$ cat config.mk
export PLATFORM = sky130hd
export DESIGN_NAME = tri_assemble
export DESIGN_NICKNAME = d
export VERILOG_FILES = /design/src/rtl/tri_pkg.sv /design/src/rtl/tri_fifo.sv /design/src/rtl/tri_assemble.sv
export SDC_FILE = /design/constraint.sdc
export NUM_CORES = 2
export LEC_CHECK = 0
export CORE_MARGIN = 2
export CORE_UTILIZATION = 45
export DETAILED_ROUTE_END_ITERATION = 12
export HOLD_SLACK_MARGIN = 0.08
export PLACE_DENSITY = 0.67
export SYNTH_ARGS = -nofsm -noshare
export SYNTH_HDL_FRONTEND = slang
export SYNTH_HIERARCHICAL = 1
export SYNTH_SLANG_ARGS = --single-unit
$ cat constraint.sdc
create_clock -name clk_in -period 27.8 [get_ports clk_in]
set_clock_uncertainty 0.2 [all_clocks]
set_input_delay 4.17 -clock clk_in [delete_from_list [all_inputs] [get_ports clk_in]]
set_output_delay 4.17 -clock clk_in [all_outputs]
set_load 0.02 [all_outputs]
$ cat src/rtl/tri_pkg.sv
// ---------------------------------------------------------------------------
// tri_pkg: shared widths, vertex-index encoding and triangle record. Rev 1.0
// ---------------------------------------------------------------------------
`default_nettype none

package tri_pkg;

  localparam int SCR_XW = 11;
  localparam int SCR_YW = 10;
  localparam int AREA_W = SCR_XW + SCR_YW + 3;

  typedef enum logic [1:0] {
    VIDX_A = 2'd0,
    VIDX_B = 2'd1,
    VIDX_C = 2'd2
  } vidx_t;

  typedef struct packed {
    logic [SCR_XW-1:0] ax;
    logic [SCR_YW-1:0] ay;
    logic [SCR_XW-1:0] bx;
    logic [SCR_YW-1:0] by;
    logic [SCR_XW-1:0] cx;
    logic [SCR_YW-1:0] cy;
    logic [SCR_XW-1:0] xmin;
    logic [SCR_XW-1:0] xmax;
    logic [SCR_YW-1:0] ymin;
    logic [SCR_YW-1:0] ymax;
    logic [AREA_W-1:0] area2;
  } tri_t;

endpackage

`default_nettype wire

$ cat src/rtl/tri_fifo.sv
// ---------------------------------------------------------------------------
// tri_fifo: first-word-fall-through FIFO, power-of-two depth. Rev 1.0
// ---------------------------------------------------------------------------
`default_nettype none

module tri_fifo #(
  parameter int W     = 8,
  parameter int DEPTH = 16
) (
  input  logic         clk_in,
  input  logic         rst_in,
  input  logic         wr_en,
  input  logic [W-1:0] wr_data,
  input  logic         rd_en,
  output logic [W-1:0] rd_data,
  output logic         full,
  output logic         empty
);

  localparam int AW = $clog2(DEPTH);

  logic [AW:0]  wr_ptr;
  logic [AW:0]  rd_ptr;
  logic [W-1:0] mem [DEPTH];
  logic         do_wr;
  logic         do_rd;

  // Extra pointer MSB distinguishes full from empty when the addresses match.
  assign empty = (wr_ptr == rd_ptr);
  assign full  = (wr_ptr[AW] != rd_ptr[AW]) && (wr_ptr[AW-1:0] == rd_ptr[AW-1:0]);
  assign do_rd = rd_en && !empty;
  assign do_wr = wr_en && (!full || do_rd);

  always_ff @(posedge clk_in or negedge rst_in) begin
    if (!rst_in) begin
      wr_ptr <= '0;
      rd_ptr <= '0;
    end else begin
      if (do_wr) wr_ptr <= wr_ptr + (AW + 1)'(1);
      if (do_rd) rd_ptr <= rd_ptr + (AW + 1)'(1);
    end
  end

  always_ff @(posedge clk_in) begin
    if (do_wr) mem[wr_ptr[AW-1:0]] <= wr_data;
  end

  assign rd_data = empty ? '0 : mem[rd_ptr[AW-1:0]];

endmodule

`default_nettype wire

$ cat src/rtl/tri_assemble.sv
// ---------------------------------------------------------------------------
// tri_assemble: groups vertices into triangles, computes bbox and 2x signed
// area, buffers results. Define TRI_CULL_EN to drop area2 <= 0. Rev 1.0
// ---------------------------------------------------------------------------
`default_nettype none

module tri_assemble
  import tri_pkg::*;
#(
  parameter int XW    = SCR_XW,
  parameter int YW    = SCR_YW,
  parameter int DEPTH = 16
) (
  input  logic          clk_in,
  input  logic          rst_in,
  input  logic          frame_start,
  input  logic          vtx_valid,
  input  logic [XW-1:0] vtx_x,
  input  logic [YW-1:0] vtx_y,
  output logic          tri_valid,
  input  logic          tri_ready,
  output tri_t          tri_out,
  output logic [15:0]   tri_count,
  output logic          overflow
);

  localparam int DXW = XW + 1;
  localparam int DYW = YW + 1;
  localparam int PW  = XW + YW + 2;

  vidx_t vidx, vidx_nxt, vidx_cur;
  logic  cap_a, cap_b, cap_c;

  always_ff @(posedge clk_in or negedge rst_in) begin
    if (!rst_in) vidx <= VIDX_A;
    else         vidx <= vidx_nxt;
  end

  // A vertex arriving with frame_start is A of the new frame.
  always_comb begin
    vidx_nxt = vidx;
    cap_a    = 1'b0;
    cap_b    = 1'b0;
    cap_c    = 1'b0;
    vidx_cur = frame_start ? VIDX_A : vidx;
    if (frame_start) vidx_nxt = VIDX_A;
    if (vtx_valid) begin
      case (vidx_cur)
        VIDX_A: begin cap_a = 1'b1; vidx_nxt = VIDX_B; end
        VIDX_B: begin cap_b = 1'b1; vidx_nxt = VIDX_C; end
        VIDX_C: begin cap_c = 1'b1; vidx_nxt = VIDX_A; end
        default: vidx_nxt = VIDX_A;
      endcase
    end
  end

  logic [XW-1:0] ax_q, bx_q, cx_q;
  logic [YW-1:0] ay_q, by_q, cy_q;
  logic          launch;

  always_ff @(posedge clk_in or negedge rst_in) begin
    if (!rst_in) begin
      ax_q   <= '0;
      ay_q   <= '0;
      bx_q   <= '0;
      by_q   <= '0;
      cx_q   <= '0;
      cy_q   <= '0;
      launch <= 1'b0;
    end else begin
      launch <= cap_c;
      if (cap_a) begin ax_q <= vtx_x; ay_q <= vtx_y; end
      if (cap_b) begin bx_q <= vtx_x; by_q <= vtx_y; end
      if (cap_c) begin cx_q <= vtx_x; cy_q <= vtx_y; end
    end
  end

  // P1: bounding box and edge vectors relative to A
  tri_t                  p1_w;
  logic signed [DXW-1:0] dbx_w, dcx_w;
  logic signed [DYW-1:0] dby_w, dcy_w;

  assign dbx_w = $signed({1'b0, bx_q}) - $signed({1'b0, ax_q});
  assign dcx_w = $signed({1'b0, cx_q}) - $signed({1'b0, ax_q});
  assign dby_w = $signed({1'b0, by_q}) - $signed({1'b0, ay_q});
  assign dcy_w = $signed({1'b0, cy_q}) - $signed({1'b0, ay_q});

  always_comb begin
    p1_w      = '0;
    p1_w.ax   = ax_q;
    p1_w.ay   = ay_q;
    p1_w.bx   = bx_q;
    p1_w.by   = by_q;
    p1_w.cx   = cx_q;
    p1_w.cy   = cy_q;
    p1_w.xmin = (ax_q < bx_q) ? ax_q : bx_q;
    p1_w.xmax = (ax_q > bx_q) ? ax_q : bx_q;
    p1_w.ymin = (ay_q < by_q) ? ay_q : by_q;
    p1_w.ymax = (ay_q > by_q) ? ay_q : by_q;
    if (cx_q < p1_w.xmin) p1_w.xmin = cx_q;
    if (cx_q > p1_w.xmax) p1_w.xmax = cx_q;
    if (cy_q < p1_w.ymin) p1_w.ymin = cy_q;
    if (cy_q > p1_w.ymax) p1_w.ymax = cy_q;
  end

  logic                  p1_valid, p2_valid, p3_valid;
  tri_t                  p1_tri, p2_tri, p3_tri, p3_w;
  logic signed [DXW-1:0] p1_dbx, p1_dcx;
  logic signed [DYW-1:0] p1_dby, p1_dcy;
  logic signed [PW-1:0]  p2_m0, p2_m1;
  logic signed [AREA_W-1:0] area_w;

  // Operands are widened to the full product width before multiplying.
  assign area_w = AREA_W'(p2_m0) - AREA_W'(p2_m1);

  always_comb begin
    p3_w       = p2_tri;
    p3_w.area2 = area_w;
  end

  always_ff @(posedge clk_in or negedge rst_in) begin
    if (!rst_in) begin
      p1_valid <= 1'b0;
      p2_valid <= 1'b0;
      p3_valid <= 1'b0;
      p1_tri   <= '0;
      p2_tri   <= '0;
      p3_tri   <= '0;
      p1_dbx   <= '0;
      p1_dcx   <= '0;
      p1_dby   <= '0;
      p1_dcy   <= '0;
      p2_m0    <= '0;
      p2_m1    <= '0;
    end else begin
      p1_valid <= launch;
      p1_tri   <= p1_w;
      p1_dbx   <= dbx_w;
      p1_dcx   <= dcx_w;
      p1_dby   <= dby_w;
      p1_dcy   <= dcy_w;
      p2_valid <= p1_valid;
      p2_tri   <= p1_tri;
      p2_m0    <= PW'(p1_dbx) * PW'(p1_dcy);
      p2_m1    <= PW'(p1_dcx) * PW'(p1_dby);
      p3_valid <= p2_valid;
      p3_tri   <= p3_w;
    end
  end

  logic keep;
`ifdef TRI_CULL_EN
  assign keep = ($signed(p3_tri.area2) > 0);
`else
  assign keep = 1'b1;
`endif

  logic fifo_full, fifo_empty, pop, push, drop;

  assign tri_valid = !fifo_empty;
  assign pop       = tri_valid && tri_ready;
  assign push      = p3_valid && keep && (!fifo_full || pop);
  assign drop      = p3_valid && keep && fifo_full && !pop;

  always_ff @(posedge clk_in or negedge rst_in) begin
    if (!rst_in) begin
      tri_count <= '0;
      overflow  <= 1'b0;
    end else if (frame_start) begin
      tri_count <= push ? 16'd1 : 16'd0;
      overflow  <= drop;
    end else begin
      if (push && (tri_count != 16'hFFFF)) tri_count <= tri_count + 16'd1;
      if (drop) overflow <= 1'b1;
    end
  end

  tri_fifo #(
    .W     ($bits(tri_t)),
    .DEPTH (DEPTH)
  ) u_fifo (
    .clk_in  (clk_in),
    .rst_in  (rst_in),
    .wr_en   (push),
    .wr_data (p3_tri),
    .rd_en   (pop),
    .rd_data (tri_out),
    .full    (fifo_full),
    .empty   (fifo_empty)
  );

endmodule

`default_nettype wire

==> impl_metrics.toml <==
[floorplan]
num_io_pins = 173
core_mm2 = 0.236
die_y_um = 491
start_util = 0.453
die_area_mm2 = 0.241
placementRows = 178
die_w_um = 491

[synthesis]
syn_area_per_cell_um2 = 18.7
yosysSeqAreaShare = 0.704
synth_edf_count = 2064
ys.flop_type = "edfxtp_1"
ys_ff_latch = 2591
syn_nets = 6215
synthesis.area_mm2 = 0.107
synth_cell_types = 67
netlist_instances = 5723
synth-async-reset-ratio = 0.203
synth-warning-count = 6

[worst_setup_path]
worstPathArrival_ps = 6190
crit_buf_inv = 4
crit_path_frequent_cell = "buf_4"
crit_type = "register to output port"
crit_fanout = 101
slowest_delay_ps = 950
reg2reg_from = "u_fifo/rd_ptr[1]"
worst_ep_required_time_ps = 23430
critPathLaunchType = "register"
path_delay_family = "buffers and inverters"
critPathSlowestCell = "buf_4"
worst_setup_path_end_kind = "output port"
crit_chain = "buf_12 -> buf_4 -> buf_4 -> mux4_2 -> a22oi_1 -> a21oi_1 -> clkdlybuf4s50_1"
critPathLaunch = "u_fifo/rd_ptr[0]"

[layout]
fin_nets = 6482
layout-area-overhead-vs-synth_pct = 13.2
post-route-util = 0.513
post_route_cells_drive_above_1_share = 0.174
multi_input_area_mm2 = 0.0289
nFillCells = 18640
final-seq-area_mm2 = 0.0752

[sta]
grt_setup_unrepaired = "false"
fmax_mhz = 94.7
slew_viol_final = 0
max_slew_margin = 0.00871
final.setup.tns_ps = 0
whs_ps = 130
hold_viol = 0
period_share = 0.380
worst_slew_pin_slew_ps = 1490
setup_viol = 0
min_period_ps = 10560

[placement]
hpwl_um = 145000
routabilityCongestion = 0.828
io_buffers = 172

[grt]
grt_pass1_vias = 56223
grt_pass1_wl_um = 380000
grt-ovfl-total = 0
grt_antenna_before_repair = 45
grt.total_usage = 0.215
grt_max_degree = 160

[clock_tree]
cts_max_level = 5
cts_hold_buf = 0
cts.sinks = 2591
cts_buffers = 282
path_clk_slew_ps = 60
worstSkewPairLatency_ps = 960
cts_buffer_depth = 4
clock-root-buffer = "clkbuf_16"
cts_tree = "done"
post-cts-setup-buffers = 0
cts_resized = 0

[route]
antenna_left = 0
vias = 53978
drc = 0
dr.pass1.iters = 6
viasPerCell = 5.77
drt_iter0_drc = 5314
drt_wl_total_um = 259000
routedWlPerCell_um = 27.7

[job]
cap_violations = 0

[hold_path]
hold_class = "register to register"
min_from = "p1_tri[62]"

[run_status]
status = "complete, no violations"
synthesized netlist by cell type (61+ instances only):
master    instances  share of area
xnor2_1          76         0.0062
o21ai_0          76         0.0036
mux4_2          516           0.11
inv_1           409          0.014
a21oi_1         219          0.010
fa_1            257          0.048
edfxtp_1       2064           0.58
a22oi_1         240          0.017
nand2_1         190         0.0067
and2_1          118         0.0069
buf_2            61         0.0029
dfrtp_1         527           0.12
nor2_1          135         0.0047
ha_1            209          0.024
clkbuf_1        102         0.0036
metrics by stage:
stage / worst slack [ps] / std cells / area, µm²
after global routing: 16620 / 9349 / 121000
after global placement: 17930 / 8856 / 112000
after floorplan: 12490 / 5723 / 107000
after detailed placement: 17970 / 8856 / 112000
final: 17240 / 9353 / 121000
after CTS: 16980 / 9342 / 121000
state kept, by name, indices dropped and copies added (netlist names), 2 cells and up:
signal and flops:
ax_q 11, ay_q 10, bx_q 11, by_q 10, cx_q 11, cy_q 10, p1_dbx 12, p1_dby 11
p1_dcx 12, p1_dcy 11, p1_tri 105, p2_m0 23, p2_m1 23, p2_tri 105, p3_tri 129, tri_count 16
u_fifo/mem 2064, u_fifo/rd_ptr 5, u_fifo/wr_ptr 5, vidx 2
placed cells by master (no fill, tap or decap), types with 18 or more instances in the layout:
| cell type | netlist | routed |
|---|---|---|
| a21o_1 | 34 | 34 |
| a21oi_1 | 219 | 219 |
| a22oi_1 | 240 | 240 |
| a22oi_2 | 18 | 18 |
| and2_1 | 118 | 117 |
| buf_4 | 46 | 56 |
| bufinv_16 | 0 | 21 |
| clkbuf_1 | 102 | 66 |
| clkbuf_16 | 0 | 288 |
| clkbuf_8 | 0 | 21 |
| clkdlybuf4s50_1 | 0 | 171 |
| clkinv_1 | 2 | 28 |
| clkinv_2 | 0 | 40 |
| dfrtp_1 | 527 | 525 |
| edfxtp_1 | 2064 | 2064 |
| fa_1 | 257 | 257 |
| ha_1 | 209 | 209 |
| inv_1 | 409 | 409 |
| mux2_2 | 44 | 44 |
| mux2i_1 | 41 | 41 |
| mux4_2 | 516 | 516 |
| nand2_1 | 190 | 190 |
| nand2b_1 | 22 | 22 |
| nand3_1 | 23 | 23 |
| nor2_1 | 135 | 133 |
| nor2b_1 | 25 | 22 |
| nor3_1 | 27 | 26 |
| o21a_1 | 18 | 18 |
| o21ai_0 | 76 | 75 |
| xnor2_1 | 76 | 76 |
| xor2_1 | 41 | 41 |
metal layers:
layer	GRT usage	wire length [µm]
met2	0.341	124000
met5	0	187
met1	0.294	103000
met3	0.0477	22300
met4	0.0760	8440
worst paths after layout:
path	to	slack, ps	cells after the start
setup / recovery	tri_out[90]	17240	7
hold / removal	p2_tri[62]	130	0
setup reg to reg	u_fifo/mem[12][37]	20460	11
hold reg to reg	p2_tri[62]	130	0
max in group asynchronous	p3_tri[23]	21820	3
min in group asynchronous	p3_tri[47]	3130	1
logic make-up after synthesis:
logic type	share of synthesized area
XOR/XNOR	0.00960
adder cells (fa/ha/maj)	0.0727
buffers and inverters	0.0263
AO/OA/AOI/OAI	0.0431
flip-flops	0.704
multiplexers	0.117
AND/OR/NAND/NOR	0.0267
layout make-up:
cell class / instances / share of cell area
multi-input cells: 2465 / 0.239
clock buffers: 376 / 0.0641
diodes: 11 / 0.000228
repair buffers: 239 / 0.0196
well taps: 3150 / 0.0326
flip-flops and latches: 2591 / 0.622
clock inverters: 110 / 0.00927
inverters: 411 / 0.0128
Power is left out: the tool's default activity adds up to more than one toggle a clock period on the data nets, which glitch-free logic cannot reach.
